===== config.mk =====
export PLATFORM = sky130hd
export DESIGN_NAME = rob_commit
export DESIGN_NICKNAME = d
export VERILOG_FILES = /design/src/rtl/rob_commit.sv
export SDC_FILE = /design/constraint.sdc
export NUM_CORES = 1
export LEC_CHECK = 0
export ABC_CLOCK_PERIOD_IN_PS = 7050
export CORE_AREA = 3 3 253 255
export CTS_BUF_LIST = sky130_fd_sc_hd__clkbuf_8
export CTS_CLUSTER_DIAMETER = 30
export CTS_CLUSTER_SIZE = 8
export DETAILED_ROUTE_END_ITERATION = 8
export DIE_AREA = 0 0 256 258
export PLACE_DENSITY = 0.4
export REMOVE_ABC_BUFFERS = 1
export SKIP_CTS_REPAIR_TIMING = 1
export SYNTH_ARGS = -nofsm -noshare
export SYNTH_HDL_FRONTEND = slang
export SYNTH_SLANG_ARGS = --single-unit

===== constraint.sdc =====
create_clock -name clock -period 7.05 [get_ports clock]
set_input_delay 1.7625 -clock clock [delete_from_list [all_inputs] [get_ports clock]]
set_output_delay 1.7625 -clock clock [all_outputs]
set_load 0.02 [all_outputs]

===== src/rtl/rob_commit.sv =====
// In-order retire stage behind the reorder buffer: retires the longest eligible prefix of the
// oldest EXT_COUNT slots, drives RF writes and a held store request. Optional: COMMIT_PERF_EN.
module rob_commit #(
  parameter int EXT_COUNT    = 4,
  parameter int RF_WR_COUNT  = 2,
  parameter int EXTCOUNTLOG2 = $clog2(EXT_COUNT)
) (
  input  logic                    clock,
  input  logic                    reset,
  input  logic [EXT_COUNT-1:0]    slot_valid,
  input  logic [EXT_COUNT-1:0]    slot_kill,
  input  logic [4:0]              slot_dest_reg   [EXT_COUNT],
  input  logic [EXT_COUNT-1:0]    slot_dest_valid,
  input  logic [31:0]             slot_result     [EXT_COUNT],
  input  logic [EXT_COUNT-1:0]    slot_is_store,
  input  logic [31:0]             slot_st_addr    [EXT_COUNT],
  input  logic [31:0]             slot_st_data    [EXT_COUNT],
  input  logic [3:0]              slot_st_be      [EXT_COUNT],
  input  logic [EXT_COUNT-1:0]    slot_halt,
  input  logic                    rob_empty,
  output logic                    consume,
  output logic [EXTCOUNTLOG2-1:0] consume_count,
  output logic [RF_WR_COUNT-1:0]  rf_we,
  output logic [4:0]              rf_waddr [RF_WR_COUNT],
  output logic [31:0]             rf_wdata [RF_WR_COUNT],
  output logic                    st_valid,
  input  logic                    st_ready,
  output logic [31:0]             st_addr,
  output logic [31:0]             st_data,
  output logic [3:0]              st_be,
  output logic                    halted,
  output logic [31:0]             retired_cnt,
  output logic [31:0]             killed_cnt
);

  typedef enum logic {RUN, HALTED} state_e;

  state_e state_q, state_d;
  logic [RF_WR_COUNT-1:0] rf_we_q, rf_we_d;
  logic [4:0]  rf_waddr_q [RF_WR_COUNT];
  logic [4:0]  rf_waddr_d [RF_WR_COUNT];
  logic [31:0] rf_wdata_q [RF_WR_COUNT];
  logic [31:0] rf_wdata_d [RF_WR_COUNT];
  logic        st_valid_q, st_valid_d;
  logic [31:0] st_addr_q, st_addr_d, st_data_q, st_data_d;
  logic [3:0]  st_be_q, st_be_d;
  logic        open, ok, st_seen, st_free, halt_hit;
  int          n, wr_cnt;
`ifdef COMMIT_PERF_EN
  logic [31:0] retired_cnt_q, retired_cnt_d, killed_cnt_q, killed_cnt_d;
  int          ret_n, kill_n;
`endif

  // Valid/ready: a store request transfers on a cycle where st_valid && st_ready; the payload
  // is held stable while st_valid is high and not yet accepted.
  always_comb begin
    open       = 1'b1;
    ok         = 1'b0;
    n          = 0;
    wr_cnt     = 0;
    st_seen    = 1'b0;
    halt_hit   = 1'b0;
    st_free    = !st_valid_q || st_ready;
    rf_we_d    = '0;
    rf_waddr_d = rf_waddr_q;
    rf_wdata_d = rf_wdata_q;
    st_valid_d = st_valid_q && !st_ready;
    st_addr_d  = st_addr_q;
    st_data_d  = st_data_q;
    st_be_d    = st_be_q;
`ifdef COMMIT_PERF_EN
    ret_n  = 0;
    kill_n = 0;
`endif
    for (int i = 0; i < EXT_COUNT; i++) begin
      ok = open && slot_valid[i] && !rob_empty && (state_q == RUN);
      // A halt carries no register or store side effect of its own.
      if (ok && !slot_kill[i] && !slot_halt[i]) begin
        if (slot_is_store[i] && (st_seen || !st_free)) ok = 1'b0;
        if (slot_dest_valid[i] && (wr_cnt >= RF_WR_COUNT)) ok = 1'b0;
      end
      if (!ok) begin
        open = 1'b0;
      end else begin
        n = n + 1;
        if (slot_kill[i]) begin
`ifdef COMMIT_PERF_EN
          kill_n = kill_n + 1;
`endif
        end else begin
`ifdef COMMIT_PERF_EN
          ret_n = ret_n + 1;
`endif
          if (slot_halt[i]) begin
            halt_hit = 1'b1;
            open     = 1'b0;
          end else begin
            if (slot_is_store[i]) begin
              st_seen    = 1'b1;
              st_valid_d = 1'b1;
              st_addr_d  = slot_st_addr[i];
              st_data_d  = slot_st_data[i];
              st_be_d    = slot_st_be[i];
            end
            if (slot_dest_valid[i]) begin
              // A younger write to the same register makes the older one dead.
              for (int p = 0; p < RF_WR_COUNT; p++) begin
                if (p < wr_cnt && rf_waddr_d[p] == slot_dest_reg[i]) rf_we_d[p] = 1'b0;
              end
              for (int p = 0; p < RF_WR_COUNT; p++) begin
                if (p == wr_cnt) begin
                  rf_we_d[p]    = (slot_dest_reg[i] != 5'd0);
                  rf_waddr_d[p] = slot_dest_reg[i];
                  rf_wdata_d[p] = slot_result[i];
                end
              end
              wr_cnt = wr_cnt + 1;
            end
          end
        end
      end
    end
    state_d       = halt_hit ? HALTED : state_q;
    consume       = (n > 0);
    consume_count = (n > 0) ? EXTCOUNTLOG2'(n - 1) : '0;
`ifdef COMMIT_PERF_EN
    retired_cnt_d = retired_cnt_q + 32'(ret_n);
    killed_cnt_d  = killed_cnt_q + 32'(kill_n);
`endif
  end

  always_ff @(posedge clock) begin
    if (reset) begin
      state_q    <= RUN;
      rf_we_q    <= '0;
      rf_waddr_q <= '{default: '0};
      rf_wdata_q <= '{default: '0};
      st_valid_q <= 1'b0;
      st_addr_q  <= '0;
      st_data_q  <= '0;
      st_be_q    <= '0;
    end else begin
      state_q    <= state_d;
      rf_we_q    <= rf_we_d;
      rf_waddr_q <= rf_waddr_d;
      rf_wdata_q <= rf_wdata_d;
      st_valid_q <= st_valid_d;
      st_addr_q  <= st_addr_d;
      st_data_q  <= st_data_d;
      st_be_q    <= st_be_d;
    end
  end

`ifdef COMMIT_PERF_EN
  always_ff @(posedge clock) begin
    if (reset) begin
      retired_cnt_q <= '0;
      killed_cnt_q  <= '0;
    end else begin
      retired_cnt_q <= retired_cnt_d;
      killed_cnt_q  <= killed_cnt_d;
    end
  end
  assign retired_cnt = retired_cnt_q;
  assign killed_cnt  = killed_cnt_q;
`else
  assign retired_cnt = '0;
  assign killed_cnt  = '0;
`endif

  assign rf_we    = rf_we_q;
  assign rf_waddr = rf_waddr_q;
  assign rf_wdata = rf_wdata_q;
  assign st_valid = st_valid_q;
  assign st_addr  = st_addr_q;
  assign st_data  = st_data_q;
  assign st_be    = st_be_q;
  assign halted   = (state_q == HALTED);

endmodule

Word-level counts from Yosys, hierarchy flattened. Index checks and enable logic that the tools add are counted.

Register bits: 146. Bits in latches: 0. RAM bits: 0. ROM bits: 0. Input bits: 444. Output and inout bits: 213. Word-level logic and storage cells: 285. Memories: 0.

Add/subtract/negate cells: 6. Multiply operators: 0. Divide/modulo/power cells: 0. $lt $le $gt $ge: 9. Equality and inequality tests: 8. Shift-type cells: 0. Multiplexer cells: 196. Bitwise gates (word level): 1. Reductions and logical operators: 55.

Operator list (number): $mux 32 (53); $mux 64 (12); $add 32x2->32 const B (5); $mux 10 (12); $eq 2x32->1 const A (3); $ge 32x3->1 const B (3); $logic_not 32->1 (3); $lt 1x32->1 const A (3); $mux 1 (80); $lt 2x32->1 const A (2); $mux 4 (16); $mux 5 (10); $gt 32x1->1 const B (1); $logic_and 1x1->1 (32); $mux 2 (13); $eq 5x5->1 (5); $reduce_bool 5->1 (4); $logic_not 1->1 (12); $logic_or 1x1->1 (4); $sub 2x2->2 const B (1); $not 1->1 (1).

Depth between registers and ports, before layout.
Word-level depth: 30. Gate-level depth with buffers: 16. Depth with buffers taken out: 14.

Worst setup path before layout. OpenSTA, ideal clock, no wires.

Path type: input -> output. Start point: in rob_empty. End point: out consume_count[0]. Arrival: 4873 ps. Required time: 5287 ps. Slack: 414 ps. Stages: 14. Buffers on the path: 0. Path through: nor3b_2 > nand3_1 > clkinv_1 > ha_1 > a31oi_1 > inv_1 > ha_1 > nor2_1 > inv_1 > a31oi_1 > o211ai_2 > nor4b_1 > a31oi_1 > and2_1.

Longest elaborated chain between the ends: 30. Elaborated cells on any way between the ends: 80. Classes of those cells: 6 x add/sub; 4 x order compare; 41 x mux; 29 x reduce/logical.

RTL lines: from (decl) (line 20) `input logic rob_empty,`; $logic_not 1->1 * (line 76) `ok = open && slot_valid[i] && !rob_empty && (state_q == RUN);`; parallel branches: the longest is 26 deep, another holds $add 32x2->32; $mux 32 * (line 82) `if (!ok) begin`; $gt 32x1->1 *; via consume (line 21) `output logic consume,`; $mux 2 * (line 125) `consume_count = (n > 0) ? EXTCOUNTLOG2'(n - 1) : '0;`; to (decl) (line 22) `output logic [EXTCOUNTLOG2-1:0] consume_count,`.

Mark *: on every way through the listed nets, which the timed path passes.

Final worst setup path.
Start point: in slot_is_store[0]. End point: out consume_count[1].

Longest elaborated chain between the ends: 27. Elaborated cells on any way between the ends: 79. Classes of those cells: 6 x add/sub; 4 x order compare; 44 x mux; 25 x reduce/logical.

RTL lines: from (decl) (line 15) `input logic [EXT_COUNT-1:0] slot_is_store,`; parallel branches: the longest is 24 deep, another holds $add 32x2->32; $mux 32 * (line 82); $gt 32x1->1 / $sub 2x2->2 (equally long branches) (line 125); $mux 2 * (line 125).

Every way passes the cells marked *.

==> impl_metrics.json <==
{
  "ant_nets": 0,
  "syn_area_per_cell_um2": 7.86,
  "drc": 0,
  "critical_path.max_stage_delay_ns": 0.50,
  "clock_power_share": 0.352,
  "fmax_mhz": 147,
  "dieHeight_um": 258,
  "crit_fanout": 4,
  "min_period_over_period": 0.967,
  "status": "finished, final reports clean",
  "wire_per_inst_um": 23.0,
  "crit_arrival_ns": 5.06,
  "ios": 657,
  "relSlewSlack": 0.324,
  "clockRootBuffer": "clkbuf_8",
  "hold_path_class": "reg2reg",
  "drt_iter0_drc": 596,
  "ys_async_sr_fraction": 0,
  "synth_ff_type": "dfxtp_1",
  "cts_tree": "yes",
  "num_rows": 91,
  "worst_setup_path_end_kind": "output pin",
  "yosys_warnings": 0,
  "synth_top_area_frac": 0.277,
  "combPwrFrac": 0.244,
  "slew_viol_final": 0,
  "worst_ep_required_time_ns": 5.29,
  "vias": 12259,
  "setup_viol_count_final": 0,
  "leakage_nw": 7.00,
  "synth.most_common_cell": "nor2_1",
  "grt_use_total": 0.184,
  "tns_ns": 0,
  "internal_power_mw": 1.49,
  "synth_area_leader_cell": "dfxtp_1",
  "vias_per_cell": 4.47,
  "clockBufferDepth": 2,
  "drive_gt1_frac": 0.0875,
  "synth_edf_count": 0,
  "path_clk_slew_ns": 0.09,
  "maxCapViolCount": 0,
  "clk_latency_ns": 0.54,
  "ys_top_cells_by_area": "dfxtp_1 (28%), a211oi_1 (15%), mux2i_1 (14%), nor2_1 (8.1%), a21oi_1 (5.7%)",
  "critical_path.cell_chain": "clkdlybuf4s50_1 -> or3b_1 -> maj3_2 -> and3_4 -> a211oi_4 -> mux2i_1 -> ha_1 -> xnor2_1 -> nor2_1 -> mux4_2 -> dlymetal6s2s_1",
  "p_sw_frac": 0.293,
  "synth_cell_types": 64,
  "ys_seq_area_frac": 0.277,
  "slowest_stage": "clkdlybuf4s50_1",
  "grt_antenna_before_repair": 15,
  "synth_cells": 1344,
  "start_util": 0.171,
  "grt_pass1_vias": 12682,
  "gp_congestion": 0.875,
  "cts_sinks": 146,
  "wirelength_um": 63200,
  "switchingPower_mw": 0.616,
  "die_area_um2": 66000,
  "path_class": "in2out",
  "core-area_um2": 61800,
  "hold_viol": 0,
  "synth_common_cells": "nor2_1 (229), a211oi_1 (205), dfxtp_1 (146)",
  "fin_total_pwr_mw": 2.10,
  "areaGrowthSynthToFinish_pct": 67.7,
  "start_kind": "input pin",
  "seq_power_share": 0.404,
  "port_buffers": 592,
  "synth_seq_cells": 146,
  "drt_first_pass_iters": 4,
  "grt_pass1_wl_um": 89900,
  "cts_buffers": 17,
  "die_w_um": 256,
  "ir_drop_uv": 125,
  "rsz0062_at_grt": "no",
  "htree_levels": 4,
  "hpwl_um": 49000,
  "worst_pin_slew_ns": 1.01,
  "grt_max_degree": 96,
  "syn_area_um2": 10600,
  "nets": 2339,
  "p_per_area_nw_per_um2": 119,
  "layout_min_cycle_time_ns": 6.82,
  "clock_skew_ns": 0.0102,
  "grt_overflow_total": 0
}
-- power groups by stage --
stage	registers, mW	logic, mW	clock network [mW]
floorplan	0.886	0.125	0
global placement	0.870	0.514	0
detailed placement	0.871	0.513	0
CTS	0.852	0.516	0.787
global route	0.853	0.545	0.813
finish	0.851	0.513	0.741
-- registers in the layout, indices dropped and copies added, names as in the netlist --
| signal | flops |
|---|---|
| st_addr | 32 |
| st_valid | 1 |
| rf_waddr | 10 |
| rf_we | 2 |
| rf_wdata | 64 |
| st_data | 32 |
| st_be | 4 |
| halted | 1 |
-- cells by family (layout without fill, tap and decap cells) --
group                      count (synthesis)  count (layout)  share of synthesized area
AOI/OAI and AO/OA                        437             437                      0.300
and+or+nand+nor                          385             385                      0.156
other                                      1              73                   0.000355
DFF                                      146             146                      0.277
xor gates and xnor gates                  18              18                     0.0149
muxes                                    146             146                      0.140
adders and majority gates                 10              10                     0.0113
buffers and inverters                    201             692                      0.102
-- cell usage in the layout, fill, tap and decap left out, types with 9 or more instances in the layout --
| cell | instances |
|---|---|
| xor2_1 | 14 |
| conb_1 | 64 |
| dfxtp_1 | 146 |
| mux2i_1 | 145 |
| inv_1 | 17 |
| a31oi_1 | 9 |
| clkbuf_8 | 21 |
| o211ai_2 | 31 |
| o21ai_0 | 11 |
| buf_4 | 48 |
| a211oi_1 | 205 |
| clkdlybuf4s50_1 | 588 |
| nand2_1 | 91 |
| diode_2 | 9 |
| a21oi_2 | 30 |
| a21oi_1 | 121 |
| nor2_1 | 228 |
-- metal layers --
metal	global-route usage	wire length, um
met5	0	57
met4	0.0546	1410
met3	0.0743	5450
met2	0.320	31000
met1	0.208	25400
-- through the flow --
step	worst slack [ns]	instance area (um^2)	util	hold WS, ns	std cells
after floorplan	-3.02	9790	-	0.711	1224
after global placement	-0.108	17300	0.279	0.655	2705
after detailed placement	-0.102	17300	0.279	0.661	2705
after CTS	-0.106	17700	0.286	0.680	2734
after global routing	0.0567	17700	0.286	0.703	2738
final	0.231	17700	0.287	0.675	2744
-- critical path, delay by kind of cell --
family                     cells  cell delay [ns]
AOI/OAI and AO/OA              1             0.34
adders and majority gates      2             0.60
xor gates and xnor gates       1             0.16
buffers and inverters          2             0.73
and+or+nand+nor                3             0.65
muxes                          2             0.82
-- layout make-up --
cell class	instances	area, um^2
fillers	6686	44100
multi-input cells	1060	6870
repair buffers	645	6390
flip-flops and latches	146	2920
well taps	837	1050
clock buffers	21	289
clock inverters	8	105
inverters	18	67.6
diodes	9	22.5
-- path summary, 6_finish.rpt --
kind	start	to	slack (ns)	cells after the start
max	slot_is_store[0]	consume_count[1]	0.23	11
min	rf_wdata[31]$_SDFF_PP0_	rf_wdata[31]$_SDFF_PP0_	0.67	4
min reg2reg	rf_wdata[31]$_SDFF_PP0_	rf_wdata[31]$_SDFF_PP0_	0.67	4
max reg2reg	st_valid$_SDFF_PP0_	rf_wdata[30]$_SDFF_PP0_	3.02	10
No activity file was read; power rests on OpenSTA's default activity.
